**src/rtl/led_pkg.sv**
```systemverilog
// led_pkg -- shared definitions for the LED matrix pixel path.
//
// Contents:
//   ROWS, COLS, DW   default matrix geometry and pixel width (GRB 8:8:8)
//   NPIX, AW         pixel count and frame-buffer address width
//   reader_state_t   pixel_reader FSM states
//   serp_addr()      chain index -> frame-buffer address (serpentine wiring)
package led_pkg;

  localparam int ROWS = 8;
  localparam int COLS = 8;
  localparam int DW   = 24;
  localparam int NPIX = ROWS * COLS;
  localparam int AW   = $clog2(NPIX);

  typedef enum logic [1:0] {
    IDLE  = 2'd0,
    FETCH = 2'd1,
    DRAIN = 2'd2
  } reader_state_t;

  // The LED chain snakes through the matrix: even rows run left to right,
  // odd rows run right to left. The frame buffer is stored row-major, so
  // odd rows need their column index mirrored. With a power-of-2 COLS the
  // divide/modulo reduce to bit slicing.
  function automatic int unsigned serp_addr(input int unsigned n,
                                            input int unsigned cols);
    int unsigned row;
    int unsigned col;
    row = n / cols;
    col = n % cols;
    if (row[0]) begin
      return row * cols + (cols - 1 - col);
    end
    return n;
  endfunction

endpackage

```
**src/rtl/pixel_skid_fifo.sv**
```systemverilog
// pixel_skid_fifo -- 2-entry FIFO that absorbs the one-cycle frame-buffer
// read latency so the reader can stream one pixel per cycle while still
// honouring backpressure from the LED transmitter.
//
// Ports:
//   clk, rst          clock, asynchronous active-high reset
//   push              write push_data/push_last (ignored when full unless
//                     a pop happens in the same cycle)
//   push_data/last    entry being written
//   pop               remove head entry (ignored when empty)
//   full, empty       occupancy flags
//   data, last        head entry (all zero after reset)
module pixel_skid_fifo #(
  parameter int DW = led_pkg::DW
) (
  input  logic          clk,
  input  logic          rst,
  input  logic          push,
  input  logic [DW-1:0] push_data,
  input  logic          push_last,
  input  logic          pop,
  output logic          full,
  output logic          empty,
  output logic [DW-1:0] data,
  output logic          last
);

  logic [DW-1:0] data_reg [2];
  logic          last_reg [2];
  logic          wr_ptr_reg;
  logic          rd_ptr_reg;
  logic [1:0]    count_reg;
  logic          do_push;
  logic          do_pop;

  assign full    = (count_reg == 2'd2);
  assign empty   = (count_reg == 2'd0);
  assign do_pop  = pop & ~empty;
  // Push into a full FIFO is legal only when the head leaves in the same
  // cycle; the freed slot is exactly the one wr_ptr points at.
  assign do_push = push & (~full | do_pop);

  assign data = data_reg[rd_ptr_reg];
  assign last = last_reg[rd_ptr_reg];

  always_ff @(posedge clk or posedge rst) begin
    if (rst) begin
      for (int i = 0; i < 2; i++) begin
        data_reg[i] <= '0;
        last_reg[i] <= 1'b0;
      end
      wr_ptr_reg <= 1'b0;
      rd_ptr_reg <= 1'b0;
      count_reg  <= 2'd0;
    end else begin
      if (do_push) begin
        data_reg[wr_ptr_reg] <= push_data;
        last_reg[wr_ptr_reg] <= push_last;
        wr_ptr_reg           <= ~wr_ptr_reg;
      end
      if (do_pop) begin
        rd_ptr_reg <= ~rd_ptr_reg;
      end
      case ({do_push, do_pop})
        2'b10:   count_reg <= count_reg + 2'd1;
        2'b01:   count_reg <= count_reg - 2'd1;
        default: count_reg <= count_reg;
      endcase
    end
  end

endmodule

```
**src/rtl/pixel_reader.sv**
```systemverilog
// pixel_reader -- streams one frame from the frame buffer to the LED
// transmitter in serpentine chain order.
//
// Ports:
//   CLK, Rst       clock, asynchronous active-high reset
//   start          single-cycle frame request (ignored while busy)
//   busy           frame in progress
//   done           one-cycle pulse after the last pixel is accepted
//   rd_en/rd_addr  frame-buffer read request
//   rd_data        frame-buffer data, valid one cycle after rd_en
//   pix_valid/pix_ready/pix_data/pix_last
//                  ready/valid pixel stream; pix_last tags the final pixel
module pixel_reader #(
  parameter int  ROWS = led_pkg::ROWS,
  parameter int  COLS = led_pkg::COLS,
  parameter int  DW   = led_pkg::DW,
  localparam int NPIX = ROWS * COLS,
  localparam int AW   = $clog2(NPIX)
) (
  input  logic          CLK,
  input  logic          Rst,
  input  logic          start,
  output logic          busy,
  output logic          done,
  output logic          rd_en,
  output logic [AW-1:0] rd_addr,
  input  logic [DW-1:0] rd_data,
  output logic          pix_valid,
  input  logic          pix_ready,
  output logic [DW-1:0] pix_data,
  output logic          pix_last
);

  import led_pkg::*;

  reader_state_t state_reg;
  reader_state_t state_next;
  logic [AW-1:0] n_reg;
  logic [AW-1:0] n_next;
  logic          inflight_reg;
  logic          inflight_last_reg;
  logic          done_reg;

  logic          fifo_full;
  logic          fifo_empty;
  logic          fifo_last;
  logic [DW-1:0] fifo_data;
  logic          pop;
  logic          last_accept;
  logic          is_last_n;
  logic [1:0]    buffered;
  logic [2:0]    pending;

  assign pix_valid   = ~fifo_empty;
  assign pop         = pix_valid & pix_ready;
  assign pix_data    = fifo_data;
  assign pix_last    = pix_valid & fifo_last;
  assign last_accept = pop & fifo_last;
  assign busy        = (state_reg != IDLE);
  assign done        = done_reg;
  assign is_last_n   = (n_reg == AW'(NPIX - 1));
  assign rd_addr     = AW'(serp_addr(32'(n_reg), 32'(COLS)));

  // Pixels that will occupy the FIFO next cycle if no new read is issued:
  // what is buffered plus what is in flight, minus what leaves right now.
  // Counting the concurrent pop lets a steady ready=1 stream run at one
  // pixel per cycle with only two FIFO entries.
  assign buffered = fifo_full ? 2'd2 : (fifo_empty ? 2'd0 : 2'd1);
  assign pending  = {1'b0, buffered} + {2'b00, inflight_reg} - {2'b00, pop};

  always_comb begin
    state_next = state_reg;
    n_next     = n_reg;
    rd_en      = 1'b0;
    case (state_reg)
      IDLE: begin
        if (start) begin
          state_next = FETCH;
          n_next     = '0;
        end
      end
      FETCH: begin
        if (pending < 3'd2) begin
          rd_en  = 1'b1;
          n_next = n_reg + 1'b1;
          if (is_last_n) begin
            state_next = DRAIN;
          end
        end
      end
      DRAIN: begin
        if (last_accept) begin
          state_next = IDLE;
        end
      end
      default: state_next = IDLE;
    endcase
  end

  always_ff @(posedge CLK or posedge Rst) begin
    if (Rst) begin
      state_reg         <= IDLE;
      n_reg             <= '0;
      inflight_reg      <= 1'b0;
      inflight_last_reg <= 1'b0;
      done_reg          <= 1'b0;
    end else begin
      state_reg         <= state_next;
      n_reg             <= n_next;
      // rd_data returns exactly one cycle after rd_en, so a single flag
      // tracks the read in flight along with its last-pixel tag.
      inflight_reg      <= rd_en;
      inflight_last_reg <= rd_en & is_last_n;
      done_reg          <= (state_reg == DRAIN) & last_accept;
    end
  end

  pixel_skid_fifo #(
    .DW(DW)
  ) u_fifo (
    .clk       (CLK),
    .rst       (Rst),
    .push      (inflight_reg),
    .push_data (rd_data),
    .push_last (inflight_last_reg),
    .pop       (pop),
    .full      (fifo_full),
    .empty     (fifo_empty),
    .data      (fifo_data),
    .last      (fifo_last)
  );

endmodule
```
**config.mk**
```make
export PLATFORM = sky130hd
export DESIGN_NAME = pixel_reader
export DESIGN_NICKNAME = d
export VERILOG_FILES = /design/src/rtl/led_pkg.sv /design/src/rtl/pixel_skid_fifo.sv /design/src/rtl/pixel_reader.sv
export SDC_FILE = /design/constraint.sdc
export NUM_CORES = 1
export LEC_CHECK = 0
export ABC_AREA = 0
export CAP_MARGIN = 5
export CORE_MARGIN = 3
export CORE_UTILIZATION = 25
export DETAILED_ROUTE_END_ITERATION = 10
export PLACE_DENSITY = 0.45
export SYNTH_ARGS = -nofsm -noshare
export SYNTH_HDL_FRONTEND = slang
export SYNTH_SLANG_ARGS = --single-unit
```
**constraint.sdc**
```tcl
create_clock -name CLK -period 2.6 [get_ports CLK]
set_input_delay 0.39 -clock CLK [delete_from_list [all_inputs] [get_ports CLK]]
set_output_delay 0.39 -clock CLK [all_outputs]
set_load 0.01 [all_outputs]
```
Word level (Yosys, flattened, before mapping)
Cells that the tools add are included.

$add $sub $neg: 7. $mul: 0. Divide/modulo/power cells: 0. $lt $le $gt $ge: 4. Equality and inequality tests: 10. Shifts and indexed selects: 0. Mux-type cells: 28. Bitwise operators: 14. Reduce and logical (&&, ||, !) cells: 8.

Operators with widths (number): 24-bit two-way mux (4); 48-bit bitwise mux (1); 24-bit demux with 1-bit select (1); 6-bit two-way mux (4); 6-bit one-hot mux with 2 select lines (1); 2-bit two-way mux (5); 1-bit two-way mux (8); 2-bit inequality test, second input constant (4); 1-bit AND (7); 6-bit by 1-bit adder with 6-bit output, second input constant (1); 6-bit by 4-bit adder with 6-bit output (1); 2-bit equality test, second input constant (3); 6-bit equality test, second input constant (1); 2-bit one-hot mux with 3 select lines (1); 2-bit nonzero test (3); 2-bit by 1-bit equality test with 1-bit output, second input constant (2); 2-bit >= comparator, second input constant (2); 2-bit logical NOT (2); 1-bit NOT (4); 1-bit NOT with 2-bit output (2); 2-bit one-hot mux with 2 select lines (1); 4-bit AND reduction (1); 3-bit by 3-bit subtractor with 4-bit output, first input constant (1); 2-bit by 1-bit adder with 3-bit output (1); other kinds (10) (10).

Register bits: 65. Latch bits: 0. RAM bits: 0. Bits in read-only memories: 0. Output and inout port bits: 35. Memories kept: 0.

Logic depth before layout (Yosys ltp)
Gate-level depths: netlist (run 1).

Depth after elaboration: 9. Depth in mapped cells: 12. Depth with buffers taken out: 12.

Modules after synthesis
Synthesis (run 1) repeated with hierarchy kept, for this count alone.

Cell total of the unflattened synthesis: 225. Area, all modules: 3131.8 µm².

Modules (own cells, without submodules): pixel_skid_fifo (instances 1, cells each 159, area each 2484.9 µm², sequential area each 1351.3 µm²); pixel_reader (instances 1, cells each 66, area each 646.9 µm², sequential area each 275.3 µm²).

Worst setup path after synthesis (run 1)
Ideal clock, no wire load.

Path type: register -> output. Start point: register u_fifo.count_reg[0]. End point: output rd_en. Data arrival time: 2.007 ns. Setup slack: 0.203 ns. Cell stages (with the launch flop): 11. Cell sequence: dfrtp_1 nor2_1 inv_1 nand2_1 inv_1 ha_1 xnor2_1 ha_1 and3b_1 or3_4 clkinv_2.

Elaborated cells between the ends (all ways): 11.

RTL lines: start, declared (RTL line pixel_skid_fifo.sv:32) `logic [1:0] count_reg;`; start signal, assigned (RTL line pixel_skid_fifo.sv:65) `2'b10: count_reg <= count_reg + 2'd1;`; start signal, assigned (RTL line pixel_skid_fifo.sv:66) `2'b01: count_reg <= count_reg - 2'd1;`; start signal, assigned (RTL line pixel_skid_fifo.sv:67) `default: count_reg <= count_reg;`; 2-bit logical NOT (RTL line pixel_skid_fifo.sv:37) `assign empty = (count_reg == 2'd0);`; 1-bit NOT (RTL line pixel_reader.sv:54) `assign pix_valid = ~fifo_empty;`; net pix_valid (RTL line pixel_reader.sv:28) `output logic pix_valid,`; 1-bit AND (RTL line pixel_reader.sv:55) `assign pop = pix_valid & pix_ready;`; 3-bit by 1-bit subtractor with 3-bit output (RTL line pixel_reader.sv:69) `assign pending = {1'b0, buffered} + {2'b00, inflight_reg} - {2'b00, pop};`; 3-bit by 2-bit < comparator with 1-bit output (RTL line pixel_reader.sv:83) `if (pending < 3'd2) begin`; 1-bit two-way mux (RTL line pixel_reader.sv:83); 1-bit two-way mux (RTL line pixel_reader.sv:75) `case (state_reg)`; end, declared (RTL line pixel_reader.sv:25) `output logic rd_en,`.

The timed path passes the listed nets, and every way through them passes these cells.

Worst setup path after layout (run 1)
Start point: register u_fifo.count_reg[0]. End point: output rd_en.

Cells in the longest elaborated chain, start to end: 8. Elaborated cells between the ends (all ways): 11.

Ends and longest elaborated chain: 2-bit logical NOT (RTL line pixel_skid_fifo.sv:37); 1-bit two-way mux (RTL line pixel_reader.sv:68) `assign buffered = fifo_full ? 2'd2 : (fifo_empty ? 2'd0 : 2'd1);`; 2-bit two-way mux (RTL line pixel_reader.sv:68); 2-bit by 1-bit adder with 3-bit output (RTL line pixel_reader.sv:69); 3-bit by 1-bit subtractor with 3-bit output (*) (RTL line pixel_reader.sv:69); 3-bit by 2-bit < comparator with 1-bit output (*) (RTL line pixel_reader.sv:83); 1-bit two-way mux (*) (RTL line pixel_reader.sv:83); 1-bit two-way mux (*) (RTL line pixel_reader.sv:75).

Every way passes the cells marked *; elsewhere a longest branch is shown, timed or not.

==> summary.md, run 1 <==
| Metric | Value |
|---|---|
| Row cnt | 39 |
| CTS tree | built |
| H-tree depth | 3 |
| Area Overhead vs Synth | 46.65% |
| Vias in the first global route | 2151 |
| Design Power | 6.350 mW |
| Number of diodes | 0 |
| Port bufs | 62 |
| Die Width | 114.6 µm |
| Area contributors post-synth | dfrtp_1, mux2_2, ha_1 |
| Root Buffer | clkbuf_16 |
| Post-layout util | 37.73% |
| Commonest register cell after synthesis | dfrtp_1 |
| WP data arrival | 2.22 ns |
| Detail Route Antenna Nets | 0 |
| Initial antenna violation count | 0 |
| IO Count | 63 |
| Clock share of power | 19.7% |
| Final hold violations | 0 |
| Critical Path Max Stage Delay | 0.41 ns |
| Starting density of the core | 25.73% |
| Core box area | 11470 µm² |
| Max-cap violations | 0 |
| # clock sinks | 65 |
| Residual DRC | 0 |
| Sw frac | 30.78% |
| GR Util All Layers | 10.72% |
| Clk pin slew, worst setup/hold paths | 0.05 ns |
| Syn Inst Count | 210 |
| Hold WS | 0.4534 ns |
| Drt wl/cell | 14.16 µm |
| Tcrit/Tclk final | 100.3% |
| Cell with the most instances after synthesis | mux2_2 |
| Failing checks | setup timing |
| Synthesized flop and latch total | 65 |
| Req. time, crit path | 2.21 ns |
| Power density over cell area | 1468 nW/µm² |
| HP Class | primary input to asynchronous set/reset pin |
| Worst-path cell chain | buf_4 -> buf_4 -> inv_4 -> ha_4 -> nor2b_1 -> ha_2 -> or3_4 -> clkinv_4 -> buf_6 |
| Status | finished with violations |
| Seq/Total Area, Yosys | 55.13% |
| Sw power | 1.954 mW |
| Library cells used by synthesis | 31 |
| RSZ-0062 raised after global routing | yes |
| Post-Syn Nets | 243 |
| Combinational power share | 52.1% |
| F_max | 383.6 MHz |
| CTS Hold Bufs | 0 |
| Post-detail-place hpwl | 4.213 mm |
| Async SR Flop Fraction | 100.0% |
| Clk Latency, worst-skew pair | 0.32 ns |
| Total CTS buffers | 9 |
| WP buf/inv | 5 |
| Nets | 339 |
| Global-route wire length before repair | 10.77 mm |
| Most instantiated cells after synthesis | mux2_2, dfrtp_1, nand2_1, nor2_1 |
| Min Tclk post-route | 2.607 ns |
| Critical path's top delay family | simple AND/OR/NAND/NOR gates |
| Non-Filler Instances | 453 |
| Placed instance count | 425 |
| Share of cells above drive strength 1 | 45.48% |
| Number of DRC markers in iteration 0 | 45 |
| Number of synthesized flops with an enable pin | 0 |
| Synth Warn # | 0 |
| # fillers | 1111 |
| Worst path most repeated cell | buf_4 |
| Largest net degree at the start of global routing | 66 |
| Final setup margin | -0.006661 ns |
| CP endpoint kind | primary output |
| Reg power frac | 28.2% |
| Router iterations before antenna repair | 4 |
| Endpoints failing setup | 1 |
| Syn avg cell area | 14.05 µm² |
| Slew margin rel. | 77.71% |
| VDD IR max | 659.0 µV |
| Die height | 114.6 µm |
| R2R Setup Slk | 0.09 ns |
| Worst setup path category | register to primary output |
| Routability Congestion | 0.6911 |
| Worst-Margin Slew | 0.3250 ns |
| Final Max Tran Viols | 0 |
| Top-area cell type share of the netlist area | 55.13% |
| Setup crit start kind | register |
| Crit path max fanout | 5 |
| Leak pwr | 1.861 nW |
| Routed Wire Length | 6.414 mm |
| Total congestion overflow | 0 |
| Skew final | 0.005688 ns |
| Die ar. | 13140 µm² |
| Synthesized area | 2950 µm² |
| Post-synth top area cell | dfrtp_1 |
| Via count | 1932 |
| CP max stage cell | or3_4 |
| Max reg flops | 48 |
| Internal | 4.396 mW |
| Via/cell ratio | 4.265 |
| Clock Tree Buf Depth | 2 |
## worst register-to-register path, cell delays in order, from the launching register on
cell and delay (ns):
dfrtp_1 0.39, nor2_2 0.15, inv_2 0.05, nand2_2 0.06, inv_2 0.05, buf_4 0.13, buf_4 0.12, buf_4 0.12
buf_4 0.12, buf_4 0.12, buf_4 0.12, buf_4 0.12, buf_4 0.11, buf_4 0.12, buf_6 0.11, ha_4 0.15
xnor2_2 0.12, nor2_2 0.11, xor2_1 0.16
## stage by stage
| step | setup TNS, ns | cell area [µm²] | setup slack [ns] |
|---|---|---|---|
| 4_1_cts | 0 | 4278 | 0.007633 |
| 5_1_grt | -0.1541 | 4327 | -0.09308 |
| 3_3_place_gp | -0.4060 | 3847 | -0.4060 |
| 2_1_floorplan | 0 | 2950 | 0.2026 |
| 3_5_place_dp | -0.4223 | 3847 | -0.4223 |
| 6_report | -0.006661 | 4327 | -0.006661 |
## cell usage in the layout (no fill, tap or decap), types with 2 or more instances in the layout
cell / n
clkbuf_16: 9
nand3_1: 3
xnor2_1: 3
ha_1: 2
clkdlybuf4s50_1: 61
mux2_2: 74
buf_6: 2
xnor2_2: 2
nand2_1: 8
clkbuf_8: 4
dfrtp_1: 65
nor2_1: 4
buf_4: 31
inv_2: 3
nor2_2: 3
ha_4: 2
mux2i_1: 5
nand4_1: 2
o21ai_0: 3
xor2_1: 3
## routing by layer
| layer | global-route usage [%] | vias to the layer above | wire length (µm) |
|---|---|---|---|
| li1 | - | 935 | - |
| met1 | 13.12 | 948 | 2978 |
| met2 | 17.07 | 43 | 3031 |
| met3 | 3.805 | 6 | 303 |
| met4 | 4.513 | 0 | 101 |
| met5 | 0 | - | 0 |
## what timing repair did
item | in CTS | in global routing
setup buffers | 12 | 1
gates resized for setup | 12 | 10
pin swaps | 4 | 7
gates cloned | 0 | 0
setup endpoints to repair | 1 | 2
## layout make-up
type	count	area [µm²]	share of cell area (%)
Sequential cell	65	1627	37.59
Multi-Input combinational cell	129	1290	29.81
Timing Repair Buffer	95	885.9	20.47
Clock buffer	13	280.3	6.478
Tap cell	143	178.9	4.135
Clock inverter	2	35.03	0.8097
Inverter	6	30.03	0.6940
## power groups by stage
| stage | logic [mW] | clock network (mW) | registers, mW |
|---|---|---|---|
| finish | 3.31 | 1.25 | 1.79 |
| global route | 3.62 | 1.34 | 1.87 |
| CTS | 3.28 | 1.30 | 1.80 |
| detailed placement | 3.14 | 0 | 1.81 |
| global placement | 3.13 | 0 | 1.81 |
| floorplan | 1.87 | 0 | 1.72 |
## logic make-up after synthesis
family | Yosys count | share of synthesized area (%)
AO/OA/AOI/OAI | 7 | 1.696
AND/OR/NAND/NOR | 30 | 5.429
buffers and inverters | 16 | 3.308
adder cells (fa/ha/maj) | 5 | 2.120
multiplexers | 79 | 29.94
XOR/XNOR | 8 | 2.375
flip-flops | 65 | 55.13
## final timing paths
| kind | from | to | cells after the start |
|---|---|---|---|
| max reg2reg | u_fifo.count_reg[0]$_DFFE_PP0P_ | u_fifo.count_reg[1]$_DFFE_PP0P_ | 18 |
| min in group CLK | u_fifo.data_reg[22]$_DFFE_PP0P_ | u_fifo.data_reg[22]$_DFFE_PP0P_ | 1 |
| min | Rst | u_fifo.data_reg[29]$_DFFE_PP0P_ | 3 |
| max | u_fifo.count_reg[0]$_DFFE_PP0P_ | rd_en | 9 |
| max in group asynchronous | Rst | u_fifo.data_reg[11]$_DFFE_PP0P_ | 3 |
| min reg2reg | u_fifo.data_reg[22]$_DFFE_PP0P_ | u_fifo.data_reg[22]$_DFFE_PP0P_ | 1 |
Power figures use the tool's default switching activity.
==> run 2: changes to the inputs <==
==> constraint.sdc (replaced) <==
create_clock -name CLK -period 3.1 [get_ports CLK]
set_input_delay 0.465 -clock CLK [delete_from_list [all_inputs] [get_ports CLK]]
set_output_delay 0.465 -clock CLK [all_outputs]
set_load 0.01 [all_outputs]
==> run 2 against run 1 <==
The run now ends clean. Combinational power fell by 24%. Worst setup slack better by 0.21 ns. Power is 21% lower. Critical path type unchanged. Critical endpoint unchanged. Largest cell class unchanged. Largest power group unchanged. Highest routed layer unchanged.
==> summary.md, run 2 (synthesis results as in run 1) <==
| Metric | Value |
|---|---|
| Share of cells above drive strength 1 | 37.24% (-8.2 points) |
| Router iterations before antenna repair | 3 (-1) |
| Number of DRC markers in iteration 0 | 40 (-11%) |
| Die Width | 114.6 µm (unchanged) |
| GR Layer Usage met3 | 3.858% (+0.053 points) |
| CTS Hold Bufs | 0 (unchanged) |
| RSZ-0062 raised after global routing | no |
| GR Util All Layers | 10.47% (-0.25 points) |
| Clk pin slew, worst setup/hold paths | 0.05 ns (about the same) |
| Routed Wire Length | 6.335 mm (-1.2%) |
| VDD IR max | 709.4 µV (+7.6%) |
| Power density over cell area | 1220 nW/µm² (-17%) |
| Post-detail-place hpwl | 4.304 mm (+2.2%) |
| Via count | 1872 (-3.1%) |
| Total CTS buffers | 9 (unchanged) |
| Initial antenna violation count | 0 (unchanged) |
| Design area | 4100 µm² (-5.2%) |
| Most frequent cells in the layout | mux2_2, dfrtp_1, clkdlybuf4s50_1 |
| Routability Congestion | 0.6777 (-1.9%) |
| IO Count | 63 (unchanged) |
| Max reg flops | 48 (unchanged) |
| Area Overhead vs Synth | 38.97% |
| Via/cell ratio | 4.323 (+1.4%) |
| Global-route wire length before repair | 10.52 mm (-2.3%) |
| HP Class | register to register |
| Row cnt | 39 (unchanged) |
| Root Buffer | clkbuf_16 |
| Crit path max fanout | 5 (unchanged) |
| Final hold violations | 0 (unchanged) |
| Vias in the first global route | 2036 (-5.3%) |
| F_max | 345.1 MHz |
| Residual DRC | 0 (unchanged) |
| Met1 GRT Util | 13.55% (+0.43 points) |
| Max-cap violations | 0 (unchanged) |
| Detail Route Antenna Nets | 0 (unchanged) |
| Setup crit start kind | register |
| R2R Setup Slk | 0.73 ns (+0.64 ns) |
| Total congestion overflow | 0 (unchanged) |
| Most Crowded Layer GR | met2 |
| WP data arrival | 2.43 ns (+0.21 ns) |
| Design Power | 5.004 mW (-21%) |
| Die ar. | 13140 µm² (unchanged) |
| Clk Latency, worst-skew pair | 0.32 ns (about the same) |
| # clock sinks | 65 (unchanged) |
| Drt wl/cell | 14.63 µm (+3.3%) |
| Grt met2 use | 16.49% (-0.58 points) |
| Endpoints failing setup | 0 (-1) |
| Die height | 114.6 µm (unchanged) |
| CTS tree | built |
| H-tree depth | 3 (unchanged) |
| CP endpoint kind | primary output |
| Most common cell after layout, fill and taps aside | mux2_2 |
| Port bufs | 62 (unchanged) |
| Min Tclk post-route | 2.898 ns |
| Core box area | 11470 µm² (unchanged) |
| Status | complete, no violations |
| Number of diodes | 0 (unchanged) |
| Req. time, crit path | 2.63 ns (+0.42 ns) |
| Worst setup path category | register to primary output |
| Worst slack, placed | -0.1022 ns (+0.3201 ns) |
| Skew final | 0.008043 ns (+0.002355 ns) |
| Tcrit/Tclk final | 93.48% |
| Slew margin rel. | 54.81% (-23 points) |
| Final Max Tran Viols | 0 (unchanged) |
| Clock Tree Buf Depth | 2 (unchanged) |
| Final setup margin | 0.2021 ns (+0.2087 ns) |
| Starting density of the core | 25.73% (unchanged) |
| Worst-Margin Slew | 0.6768 ns (+0.3518 ns) |
| Largest net degree at the start of global routing | 37 (-44%) |
| Area after DPL | 3807 µm² (-1.0%) |
| Nets | 320 (-5.6%) |
| Leak pwr | 1.739 nW (-6.6%) |
-- run 2: power breakdown --
group,total [mW],internal (mW),switching [mW]
Combinational,2.51,1.54,0.969
Clock,0.981,0.634,0.347
Sequential,1.52,1.26,0.252
Total,5.00,3.44,1.57
-- run 2: area by class of cell --
cell class	count	area, µm²
fillers	1127	7367
inverters	6	23.77
repair buffers	76	750.7
flip-flops and latches	65	1627
clock buffers	11	242.7
clock inverters	3	42.54
well taps	143	178.9
multi-input cells	129	1235
-- run 2: stage by stage --
step | util, % | TNS (ns) | cells | hold slack (ns)
6_report | 35.76 | 0 | 433 | 0.4980
5_1_grt | 35.76 | 0 | 433 | 0.5122
4_1_cts | 35.74 | 0 | 433 | 0.5019
3_5_place_dp | 33.20 | -0.1022 | 418 | 0.4865
3_3_place_gp | 33.20 | -0.07289 | 418 | 0.4816
2_1_floorplan | - | 0 | 210 | 0.4641
-- run 2: routing by layer --
layer  vias to the layer above  routed length (µm)
met5                         -                   0
met2                        42                3069
li1                        893                   -
met4                         0                  70
met1                       932                2878
met3                         5                 317
-- run 2: path summary, 6_finish.rpt --
check | from | endpoint | depth (start not counted)
setup / recovery | u_fifo.count_reg[0]$_DFFE_PP0P_ | rd_en | 11
hold / removal | u_fifo.data_reg[4]$_DFFE_PP0P_ | u_fifo.data_reg[4]$_DFFE_PP0P_ | 1
setup reg to reg | u_fifo.count_reg[0]$_DFFE_PP0P_ | n_reg[5]$_DFFE_PP0P_ | 13
hold reg to reg | u_fifo.data_reg[4]$_DFFE_PP0P_ | u_fifo.data_reg[4]$_DFFE_PP0P_ | 1
max in group asynchronous | Rst | u_fifo.data_reg[22]$_DFFE_PP0P_ | 3
min in group asynchronous | Rst | n_reg[3]$_DFFE_PP0P_ | 2
-- run 2: worst max-delay path: stages (launching register included) --
cell             delay [ns]
dfrtp_1                0.37
nor2_1                 0.13
inv_1                  0.07
nand2_1                0.09
inv_1                  0.06
ha_1                   0.20
xnor2_1                0.13
ha_1                   0.19
and3b_1                0.18
or3_4                  0.40
clkinv_2               0.07
clkdlybuf4s15_1        0.23
-- run 2: repair_timing --
action,in CTS,in global routing
resized for setup,1,1
setup endpoints to repair,1,1
setup buffers,1,0
